### src/rtl/plma_result_decoder_if.sv
// rtl/plma_result_decoder_if.sv - request/result bundle between the PLMA result producer and the decoder
//
// Purpose: carries one float-to-BCD conversion request and its result.
// Signals:
//   start  - request strobe, sampled by the decoder only when idle
//   value  - IEEE-754 single-precision result to convert
//   ovf_in - arithmetic-unit overflow, latched together with value
//   busy   - conversion in progress
//   done   - one-cycle pulse when sign/bcd/err are updated
//   sign   - displayed value is negative
//   bcd    - packed BCD, [27:12] integer digits, [11:0] fraction digits
//   err    - result not representable
// Modports: master drives the request, slave (the decoder) drives the result.
interface plma_result_decoder_if;
    logic        start;
    logic [31:0] value;
    logic        ovf_in;
    logic        busy;
    logic        done;
    logic        sign;
    logic [27:0] bcd;
    logic        err;

    modport master (
        output start, value, ovf_in,
        input  busy, done, sign, bcd, err
    );

    modport slave (
        input  start, value, ovf_in,
        output busy, done, sign, bcd, err
    );
endinterface

### src/rtl/plma_result_decoder.sv
// rtl/plma_result_decoder.sv - IEEE-754 single to signed 4.3-digit packed-BCD display converter
//
// Purpose: multi-cycle conversion of the PLMA arithmetic result into a signed
// fixed-format decimal value (4 integer + 3 fraction BCD digits), fixed
// latency of 27 clocks from the start-sampling edge to the done pulse.
// Ports:
//   clk - system clock, rising edge
//   rst - asynchronous active-high reset
//   bus - plma_result_decoder_if.slave (start/value/ovf_in in,
//         busy/done/sign/bcd/err out, all outputs registered)
module plma_result_decoder #(
    parameter int FRAC_DIGITS = 3,
    parameter int INT_DIGITS  = 4
) (
    input  logic                   clk,
    input  logic                   rst,
    plma_result_decoder_if.slave   bus
);

    localparam int NDIG  = INT_DIGITS + FRAC_DIGITS;
    localparam int BCD_W = 4 * NDIG;

    typedef enum logic [2:0] {
        S_IDLE,
        S_UNPACK,
        S_SCALE,
        S_CONV,
        S_FINISH
    } state_t;

    state_t             r_state;
    logic [31:0]        r_value;
    logic               r_ovf;
    logic [7:0]         r_exp;
    logic [23:0]        r_mant;
    logic               r_err_flag;
    logic               r_zero;
    logic [23:0]        r_n;
    logic               r_nz;
    logic [BCD_W-1:0]   r_digits;
    logic [4:0]         r_cnt;

    logic               r_busy;
    logic               r_done;
    logic               r_sign;
    logic [BCD_W-1:0]   r_bcd;
    logic               r_err;

    // Scaling datapath: N = round_half_up(m * 1000 / 2^k), k = 150 - e
    logic [33:0]        w_prod;
    logic [8:0]         w_k;
    logic [34:0]        w_round;
    logic [34:0]        w_sum;
    logic [34:0]        w_shifted;
    logic [23:0]        w_n;
    logic               w_big;
    logic [23:0]        w_n_final;
    logic [BCD_W-1:0]   w_adj;

    // m * 1000 = m * (1024 - 16 - 8)
    assign w_prod = ({10'd0, r_mant} << 10) - ({10'd0, r_mant} << 4) - ({10'd0, r_mant} << 3);

    // For exponents above 150 the subtraction wraps to a large value, which
    // lands in the "N = 0" branch; those exponents are already flagged errors.
    assign w_k = 9'd150 - {1'b0, r_exp};

    assign w_round   = (w_k >= 9'd1 && w_k <= 9'd34) ? (35'd1 << (w_k - 9'd1)) : 35'd0;
    assign w_sum     = {1'b0, w_prod} + w_round;
    assign w_shifted = w_sum >> w_k;
    assign w_n       = (w_k >= 9'd35) ? 24'd0 : w_shifted[23:0];

    // Upper bits can only be set when the exponent is already out of range,
    // but treating them as overflow keeps the truncation safe.
    assign w_big     = (w_n > 24'd9999999) || (|w_shifted[34:24]);

    assign w_n_final = (r_err_flag || r_zero || w_big) ? 24'd0 : w_n;

    // Double-dabble correction: add 3 to every digit >= 5 before shifting.
    always_comb begin
        w_adj = r_digits;
        for (int i = 0; i < NDIG; i++) begin
            if (r_digits[4*i +: 4] >= 4'd5) begin
                w_adj[4*i +: 4] = r_digits[4*i +: 4] + 4'd3;
            end
        end
    end

    always_ff @(posedge clk or posedge rst) begin
        if (rst) begin
            r_state    <= S_IDLE;
            r_value    <= '0;
            r_ovf      <= 1'b0;
            r_exp      <= '0;
            r_mant     <= '0;
            r_err_flag <= 1'b0;
            r_zero     <= 1'b0;
            r_n        <= '0;
            r_nz       <= 1'b0;
            r_digits   <= '0;
            r_cnt      <= '0;
            r_busy     <= 1'b0;
            r_done     <= 1'b0;
            r_sign     <= 1'b0;
            r_bcd      <= '0;
            r_err      <= 1'b0;
        end else begin
            r_done <= 1'b0;
            case (r_state)
                S_IDLE: begin
                    if (bus.start) begin
                        r_value <= bus.value;
                        r_ovf   <= bus.ovf_in;
                        r_busy  <= 1'b1;
                        r_state <= S_UNPACK;
                    end
                end

                S_UNPACK: begin
                    r_exp      <= r_value[30:23];
                    r_mant     <= {1'b1, r_value[22:0]};
                    // e >= 141 means |v| >= 16384; e == 255 is NaN/inf
                    r_err_flag <= (r_value[30:23] == 8'd255) || (r_value[30:23] >= 8'd141) || r_ovf;
                    // denormals are flushed to zero
                    r_zero     <= (r_value[30:23] == 8'd0);
                    r_state    <= S_SCALE;
                end

                S_SCALE: begin
                    r_err_flag <= r_err_flag || w_big;
                    r_n        <= w_n_final;
                    r_nz       <= (w_n_final != 24'd0);
                    r_digits   <= '0;
                    r_cnt      <= '0;
                    r_state    <= S_CONV;
                end

                S_CONV: begin
                    {r_digits, r_n} <= {w_adj[BCD_W-2:0], r_n, 1'b0};
                    r_cnt           <= r_cnt + 5'd1;
                    if (r_cnt == 5'd23) begin
                        r_state <= S_FINISH;
                    end
                end

                S_FINISH: begin
                    r_bcd   <= r_digits;
                    r_err   <= r_err_flag;
                    // negative zero and error results display as positive
                    r_sign  <= r_value[31] && !r_err_flag && r_nz;
                    r_done  <= 1'b1;
                    r_busy  <= 1'b0;
                    r_state <= S_IDLE;
                end

                default: begin
                    r_state <= S_IDLE;
                    r_busy  <= 1'b0;
                end
            endcase
        end
    end

    assign bus.busy = r_busy;
    assign bus.done = r_done;
    assign bus.sign = r_sign;
    assign bus.bcd  = r_bcd;
    assign bus.err  = r_err;

endmodule

### src/flat_wrapper.sv
// flat-port wrapper written by rule: the top's interface ports become plain ports
module plma_result_decoder_flat 
#(
    parameter int FRAC_DIGITS = 3,
    parameter int INT_DIGITS  = 4
)
  (clk, rst, bus_start, bus_value, bus_ovf_in, bus_busy, bus_done, bus_sign, bus_bcd, bus_err);
  plma_result_decoder_if bus_i ();
  input  logic clk;
  input  logic rst;
  input wire logic [$bits(bus_i.start)-1:0] bus_start;
  input wire logic [$bits(bus_i.value)-1:0] bus_value;
  input wire logic [$bits(bus_i.ovf_in)-1:0] bus_ovf_in;
  output wire logic [$bits(bus_i.busy)-1:0] bus_busy;
  output wire logic [$bits(bus_i.done)-1:0] bus_done;
  output wire logic [$bits(bus_i.sign)-1:0] bus_sign;
  output wire logic [$bits(bus_i.bcd)-1:0] bus_bcd;
  output wire logic [$bits(bus_i.err)-1:0] bus_err;
  assign bus_i.start = bus_start;
  assign bus_i.value = bus_value;
  assign bus_i.ovf_in = bus_ovf_in;
  assign bus_busy = bus_i.busy;
  assign bus_done = bus_i.done;
  assign bus_sign = bus_i.sign;
  assign bus_bcd = bus_i.bcd;
  assign bus_err = bus_i.err;
  plma_result_decoder #(.FRAC_DIGITS(FRAC_DIGITS), .INT_DIGITS(INT_DIGITS)) u_core (.clk(clk), .rst(rst), .bus(bus_i));
endmodule
### config.mk
export PLATFORM = sky130hd
export DESIGN_NAME = plma_result_decoder_flat
export DESIGN_NICKNAME = d
export VERILOG_FILES = /design/src/rtl/plma_result_decoder_if.sv /design/src/rtl/plma_result_decoder.sv /design/src/flat_wrapper.sv
export SDC_FILE = /design/constraint.sdc
export NUM_CORES = 1
export LEC_CHECK = 0
export ABC_AREA = 1
export CAP_MARGIN = 15
export CORE_AREA = 2 2 167 169
export CTS_CLUSTER_SIZE = 16
export DETAILED_ROUTE_END_ITERATION = 16
export DIE_AREA = 0 0 169 171
export DONT_BUFFER_PORTS = 1
export PLACE_DENSITY = 0.71
export SETUP_SLACK_MARGIN = 0.15
export SKIP_LAST_GASP = 1
export SLEW_MARGIN = 20
export SYNTH_ARGS = -nofsm -noshare
export SYNTH_HDL_FRONTEND = slang
export SYNTH_SLANG_ARGS = --single-unit
export TNS_END_PERCENT = 10
### constraint.sdc
create_clock -name clk -period 6.32 [get_ports clk]
set_input_delay 0.948 -clock clk [delete_from_list [all_inputs] [get_ports clk]]
set_output_delay 0.948 -clock clk [all_outputs]
set_load 0.005 [all_outputs]
=== Word-level counts from Yosys, hierarchy flattened ===
Cells that the tools add are included.

* Add/sub/neg operators: 13
* Order comparisons: 12
* Eq/ne operators: 8
* Shift-type cells: 2
* Muxes and demuxes: 20
* Bitwise gates (word level): 1
* Reduce and logical (&&, ||, !) cells: 20

{| class="wikitable"
|+ Operator list
! cell !! number
|-
| 28-bit one-hot mux with 2 select lines || 1
|-
| 24-bit two-way mux || 2
|-
| 24-bit one-hot mux with 2 select lines || 1
|-
| 34-bit by 35-bit adder with 35-bit output || 1
|-
| 35-bit two-way mux || 1
|-
| 1-bit by 9-bit left shift with 35-bit output (first input constant) || 1
|-
| 35-bit by 9-bit right shift with 35-bit output || 1
|-
| 34-bit by 27-bit subtractor with 34-bit output || 1
|-
| 34-bit by 28-bit subtractor with 34-bit output || 1
|-
| 4-bit by 3-bit greater-or-equal comparator with 1-bit output (second input constant) || 7
|-
| 4-bit by 2-bit adder with 4-bit output (second input constant) || 6
|-
| 24-bit greater-than comparator (second input constant) || 1
|-
| 4-bit two-way mux || 6
|-
| 24-bit nonzero test || 1
|-
| 3-bit one-hot mux with 4 select lines || 1
|-
| 11-bit OR reduction || 1
|-
| 5-bit one-hot mux with 2 select lines || 1
|-
| 9-bit by 1-bit greater-or-equal comparator with 1-bit output (second input constant) || 1
|-
| 9-bit by 6-bit greater-or-equal comparator with 1-bit output (second input constant) || 1
|-
| 9-bit by 6-bit <= comparator with 1-bit output (second input constant) || 1
|-
| 3-bit two-way mux || 3
|-
| 8-bit by 8-bit subtractor with 9-bit output (first input constant) || 1
|-
| 9-bit by 1-bit subtractor with 9-bit output (second input constant) || 1
|-
| 8-bit equality test (second input constant) || 1
|-
| 20 further kinds || 33
|}

* Bits in registers: 160
* Bits of input ports: 36

=== Depth between registers and ports, before layout ===
* Depth in word-level cells: 12
* Depth in mapped cells: 50

=== Worst setup path before layout ===
No wires, ideal clock.

* Kind: reg-to-reg
* Start: register u_core.r_exp[0]
* End: register u_core.r_nz
* Library setup time: 0.116 ns
* Arrival time: 5.881 ns
* Path slack: 0.323 ns
* Cell stages (with the launch flop): 43
* Path buffers: 5
* Period minus slack after synthesis: 5.997 ns
* Path through: dfrtp_1 buf_6 inv_2 buf_1 buf_1 ha_1 nand2_4 nor2_8 nand3_2 xnor2_1 nor3b_1 inv_1 clkbuf_1 nor2_1 ha_1 inv_1 fa_1 o21ai_2 [7 not listed] nand2_1 nand2_1 nand2_1 o21ai_1 nand2_1 nand3_1 nand3_1 nand2_1 nand3_1 nor2_1 nand3_1 nand4_2 nor2_4 buf_6 o41ai_1 nand3_1 nor2_1 nor2_1

* Longest elaborated chain between the ends: 12
* Elaborated cells on any way between the ends: 17
* Those cells by class: add/sub (3); order compare (4); shift (2); mux (3); reduce/logical (5)

{| class="wikitable"
|+ Ends and longest elaborated chain
! element !! RTL line !! source
|-
| start: declaration || plma_result_decoder.sv:34 || <nowiki>logic [7:0] r_exp;</nowiki>
|-
| start signal: assignment || plma_result_decoder.sv:119 || <nowiki>r_exp <= r_value[30:23];</nowiki>
|-
| 8-bit by 8-bit subtractor with 9-bit output * || plma_result_decoder.sv:65 || <nowiki>assign w_k = 9'd150 - {1'b0, r_exp};</nowiki>
|-
| 9-bit by 1-bit subtractor with 9-bit output (tied with other cells) || plma_result_decoder.sv:67 || <nowiki>assign w_round = (w_k >= 9'd1 && w_k <= 9'd34) ? (35'd1 << (w_k - 9'd1)) : 35'd0;</nowiki>
|-
| 1-bit by 9-bit left shift with 35-bit output or 1-bit logical AND (tied branches) || plma_result_decoder.sv:67 ||
|-
| 35-bit two-way mux || plma_result_decoder.sv:67 ||
|-
| 34-bit by 35-bit adder with 35-bit output || plma_result_decoder.sv:68 || <nowiki>assign w_sum = {1'b0, w_prod} + w_round;</nowiki>
|-
| 35-bit by 9-bit right shift with 35-bit output || plma_result_decoder.sv:69 || <nowiki>assign w_shifted = w_sum >> w_k;</nowiki>
|-
| 24-bit two-way mux || plma_result_decoder.sv:70 || <nowiki>assign w_n = (w_k >= 9'd35) ? 24'd0 : w_shifted[23:0];</nowiki>
|-
| 24-bit greater-than comparator || plma_result_decoder.sv:74 || <nowiki>assign w_big = (w_n > 24'd9999999) || (|w_shifted[34:24]);</nowiki>
|-
| 1-bit logical OR || plma_result_decoder.sv:74 ||
|-
| 1-bit logical OR || plma_result_decoder.sv:76 || <nowiki>assign w_n_final = (r_err_flag || r_zero || w_big) ? 24'd0 : w_n;</nowiki>
|-
| 24-bit two-way mux * || plma_result_decoder.sv:76 ||
|-
| 24-bit nonzero test * || plma_result_decoder.sv:131 || <nowiki>r_nz <= (w_n_final != 24'd0);</nowiki>
|-
| end signal: assignment || plma_result_decoder.sv:131 ||
|-
| end: declaration || plma_result_decoder.sv:39 || <nowiki>logic r_nz;</nowiki>
|}

Every way passes the cells marked *; elsewhere a longest branch is shown, timed or not.
A chain may end at the register's enable or synchronous reset.

=== Worst setup path in the final report ===
* Start: register u_core.r_mant[6]
* End: register u_core.r_n[17]

* Longest elaborated chain between the ends: 10
* Elaborated cells on any way between the ends: 11
* Those cells by class: add/sub (3); order compare (1); shift (1); mux (3); reduce/logical (3)

{| class="wikitable"
|+ Ends and longest elaborated chain
! element !! RTL line !! source
|-
| start: declaration || plma_result_decoder.sv:35 || <nowiki>logic [23:0] r_mant;</nowiki>
|-
| start signal: assignment || plma_result_decoder.sv:120 || <nowiki>r_mant <= {1'b1, r_value[22:0]};</nowiki>
|-
| 34-bit by 28-bit subtractor with 34-bit output || plma_result_decoder.sv:61 || <nowiki>assign w_prod = ({10'd0, r_mant} << 10) - ({10'd0, r_mant} << 4) - ({10'd0, r_mant} << 3);</nowiki>
|-
| 34-bit by 27-bit subtractor with 34-bit output * || plma_result_decoder.sv:61 ||
|-
| 34-bit by 35-bit adder with 35-bit output * || plma_result_decoder.sv:68 ||
|-
| 35-bit by 9-bit right shift with 35-bit output * || plma_result_decoder.sv:69 ||
|-
| 24-bit two-way mux || plma_result_decoder.sv:70 ||
|-
| 24-bit greater-than comparator || plma_result_decoder.sv:74 ||
|-
| 1-bit logical OR || plma_result_decoder.sv:74 ||
|-
| 1-bit logical OR || plma_result_decoder.sv:76 ||
|-
| 24-bit two-way mux * || plma_result_decoder.sv:76 ||
|-
| 24-bit one-hot mux with 2 select lines * || plma_result_decoder.sv:108 || <nowiki>case (r_state)</nowiki>
|-
| end signal: assignment || plma_result_decoder.sv:130 || <nowiki>r_n <= w_n_final;</nowiki>
|-
| end signal: assignment || plma_result_decoder.sv:138 || <nowiki>{r_digits, r_n} <= {w_adj[BCD_W-2:0], r_n, 1'b0};</nowiki>
|-
| end: declaration || plma_result_decoder.sv:38 || <nowiki>logic [23:0] r_n;</nowiki>
|}

Marks and branches as above.

==> impl_results.md <==
- CTS Buffer Depth: 2
- Synth Register Bits: between 150 and 200
- Final hold vios: 0
- Outcome: finished with violations
- Worst-path clk slew: approximately 0.080 ns
- Initial core utilization: between 40% and 50%
- DRT Pass-1 Iters: 5
- Post-route cell area: approximately 0.016 sq mm
- DR WL/cell: 16.61 microns
- Row count: slightly above 60
- Post-Syn Area: 0.01339 sq mm
- Worst R2R Path Depth: between 40 and 50
- Ant. Diodes: 0
- Area growth syn-to-layout: 17.87%
- Fmax: between 150 and 200 MHz
- Clk sink count: 160
- Setup TNS: -0.05495 ns
- Die Wd: 169 microns
- Root buf cell: clkbuf_16
- Post-Syn Area per Cell: 7.105 sq um
- Critical Path Start Type: register
- CP endpoint kind: register
- Sequential Area: around 0.004 sq mm
- Setup crit end: u_core.r_n[17]$_DFFE_PP0P_
- Yosys warns: 0
- RR Endpoint: u_core.r_n[17]$_DFFE_PP0P_
- Post-Synthesis Net Count: 2,026
- Seq/Total Area, Yosys: between 20% and 30%
- Post-route ant nets: 0
- Main flop type after synthesis: dfrtp_1
- Final period utilization: 100.5%
- DRC: 0
- IO Port Bufs: 0
- Crit path arrival time: around 6.7 ns
- Post-layout minimum cycle time: 6.351 ns
- EDFF count, synth: 0
- Max incr delay on CP: around 0.54 ns
- Detailed-route via count: approximately 13,000
- Fraction of layout cells with a size suffix above 1: 18.60%
- Routing usage on met2: between 40% and 50%
- Failing checks: setup timing
- CP startpoint: u_core.r_mant[6]$_DFFE_PP0P_
- Post-Route WL: approximately 39,000 microns
- RSZ-0062 raised after global routing: yes
- Setup-failing EPs final: 2
- CP max FO: 6
- Grt total ovfl: 0
- RR Startpoint: u_core.r_mant[6]$_DFFE_PP0P_
- R2r setup slk: -0.03 ns
- Most common cell on crit path: nand2_1
- Die area: 0.02890 sq mm
- Critical path class: register to register
- Max-slew violations: 0
- Async SR Flop Fraction: between 90% and 100%
- H-tree Lvls: 4
- Placed cell area: about 0.015 sq mm
- Initial antenna violation count: 1
- DPL Wire Length: approximately 29,000 microns
- CTS tree: built
- Gr busiest metal: met2
- Area of the multi-input gates: slightly below 0.009 sq mm
- Synth unique cells: between 50 and 60
- Worst skew pair latency: 0.44 ns
- Hold_buf cts: 0
- Via-to-Cell Ratio: approximately 5.7
- Inserted Clock Buffers: 17
- Min-delay src: u_core.r_value[8]$_DFFE_PP0P_
- GR Layer Usage met1: between 30% and 40%
- Number of DRC markers in iteration 0: ~1,000
- HP Class: register to register
- Final Skew: between 0.015 and 0.02 ns
- Worst slew pin tran: 1.079 ns
- Tot GR Track Use: 27.25%
- I/O pin count: 68
- Largest net degree at the start of global routing: 103
- Number of fill cells in the layout: around 2,500
- Area of the core: ~0.027 sq mm
- Slew HR: between 20 and 30%
- Worst Setup Slack, final: -0.03141 ns
- Vias in the first global route: 12,910
- Worst Path Required: 6.67 ns
- First-pass GRT wire length: roughly 64,000 microns
- Crit path max-delay cell type: fa_1
- Met3 usage: under 10%
- Synth Instances: about 1,900
- Die Y: approximately 170 microns
- GP Congestion: 1.006
- Max-cap violations: 0
- Nets: 2,134
[sequential cells by signal, summed over array words and instances (netlist names), 3 cells and up]
register,flops
u_core.bus.bcd,28
u_core.r_cnt,5
u_core.r_digits,28
u_core.r_exp,8
u_core.r_mant,24
u_core.r_n,24
u_core.r_state,3
u_core.r_value,32
[logic make-up after synthesis]
logic type / count (synthesis) / share of synthesized area, %
compound gates: 396 / 16.90
xor+xnor: 44 / 2.935
fa+ha+maj: 106 / 10.92
buf+inv: 284 / 8.217
flops: 160 / 29.91
mux: 34 / 2.804
simple gates: 860 / 28.31
[worst min path at each step]
| stage | cells after the start | to | slack [ns] |
|---|---|---|---|
| 6_report | 2 | u_core.r_mant[8]$_DFFE_PP0P_ | 0.48 |
| 5_1_grt | 2 | u_core.r_mant[7]$_DFFE_PP0P_ | 0.52 |
| 4_1_cts | 2 | u_core.r_mant[13]$_DFFE_PP0P_ | 0.48 |
| 3_5_place_dp | 2 | u_core.r_mant[13]$_DFFE_PP0P_ | 0.47 |
| 3_3_place_gp | 2 | u_core.r_mant[19]$_DFFE_PP0P_ | 0.46 |
| 2_1_floorplan | 2 | u_core.r_mant[0]$_DFFE_PP0P_ | 0.45 |
[what timing repair did]
action,CTS,global route
buffers inserted,11,3
pin swaps,36,41
setup endpoints to repair,26,26
endpoints found under the hold margin,0,0
gates resized for setup,69,69
[metal layers]
layer | part of all wire [%] | wire, microns
met1 | 45 | 17720
met2 | 47 | 18290
met3 | 5.4 | 2099
met4 | 2.4 | 935
met5 | 0 | 0
[stage by stage]
step | setup WS, ns | hold WS (ns) | util (%) | std cells
after floorplan | 0.3231 | 0.4476 | - | 1884
after global placement | -0.4192 | 0.4575 | 53.43 | 2305
after detailed placement | -0.4111 | 0.4658 | 53.43 | 2305
after CTS | 0.1366 | 0.4805 | 56.76 | 2348
after global routing | -0.5061 | 0.5172 | 57.74 | 2351
final | -0.03141 | 0.4827 | 57.74 | 2351
[layout by cell type (no fill, tap or decap), types with 12 or more instances in the layout]
master       n
nor2_1     136
clkbuf_16   17
xor2_1      26
nor2_2      15
o21ai_1     17
dfrtp_1    158
xnor2_1     17
a21oi_1     87
ha_1        74
o211ai_1    16
a21oi_2     26
nand2_1    404
nand3_1    187
nor3_1      12
fa_1        17
o21ai_0    158
nand3_2     22
inv_1      208
nand4_1     25
mux2_2      28
nand2_2     25
buf_4      147
o221ai_1    17
[cell usage after synthesis, drive strengths merged, types with 8 or more instances]
master	n	area share, %
a21oi	113	4.3
a31oi	10	0.47
buf	25	0.95
clkbuf	36	1.0
dfrtp	160	30
fa	18	2.7
ha	88	8.2
inv	220	6.2
mux2	28	2.4
nand2	433	13
nand3	210	8.1
nand4	29	1.5
nor2	161	5.0
nor3	16	0.60
o211ai	16	0.90
o21a	8	0.45
o21ai	186	7.0
o221ai	17	1.1
o22ai	10	0.47
xnor2	17	1.1
xor2	27	1.8
[final cells by class]
class | instances | share of cell area, %
timing repair buffer | 150 | 7.209
clock buffer | 18 | 2.720
sequential | 160 | 25.39
inverter | 223 | 5.337
multi-input combinational | 1440 | 55.68
tap | 346 | 2.744
clock inverter | 14 | 0.9199
[critical path, delay by kind of cell (launching register included)]
kind	cells	cell delay, ns
AOI/OAI and AO/OA	13	2.11
xor gates and xnor gates	1	0.19
adders and majority gates	3	1.16
buffers and inverters	7	0.79
DFF	1	0.36
and+or+nand+nor	17	1.65
Power is left out: the tool's default activity adds up to more than one toggle a clock period on the data nets, which glitch-free logic cannot reach.
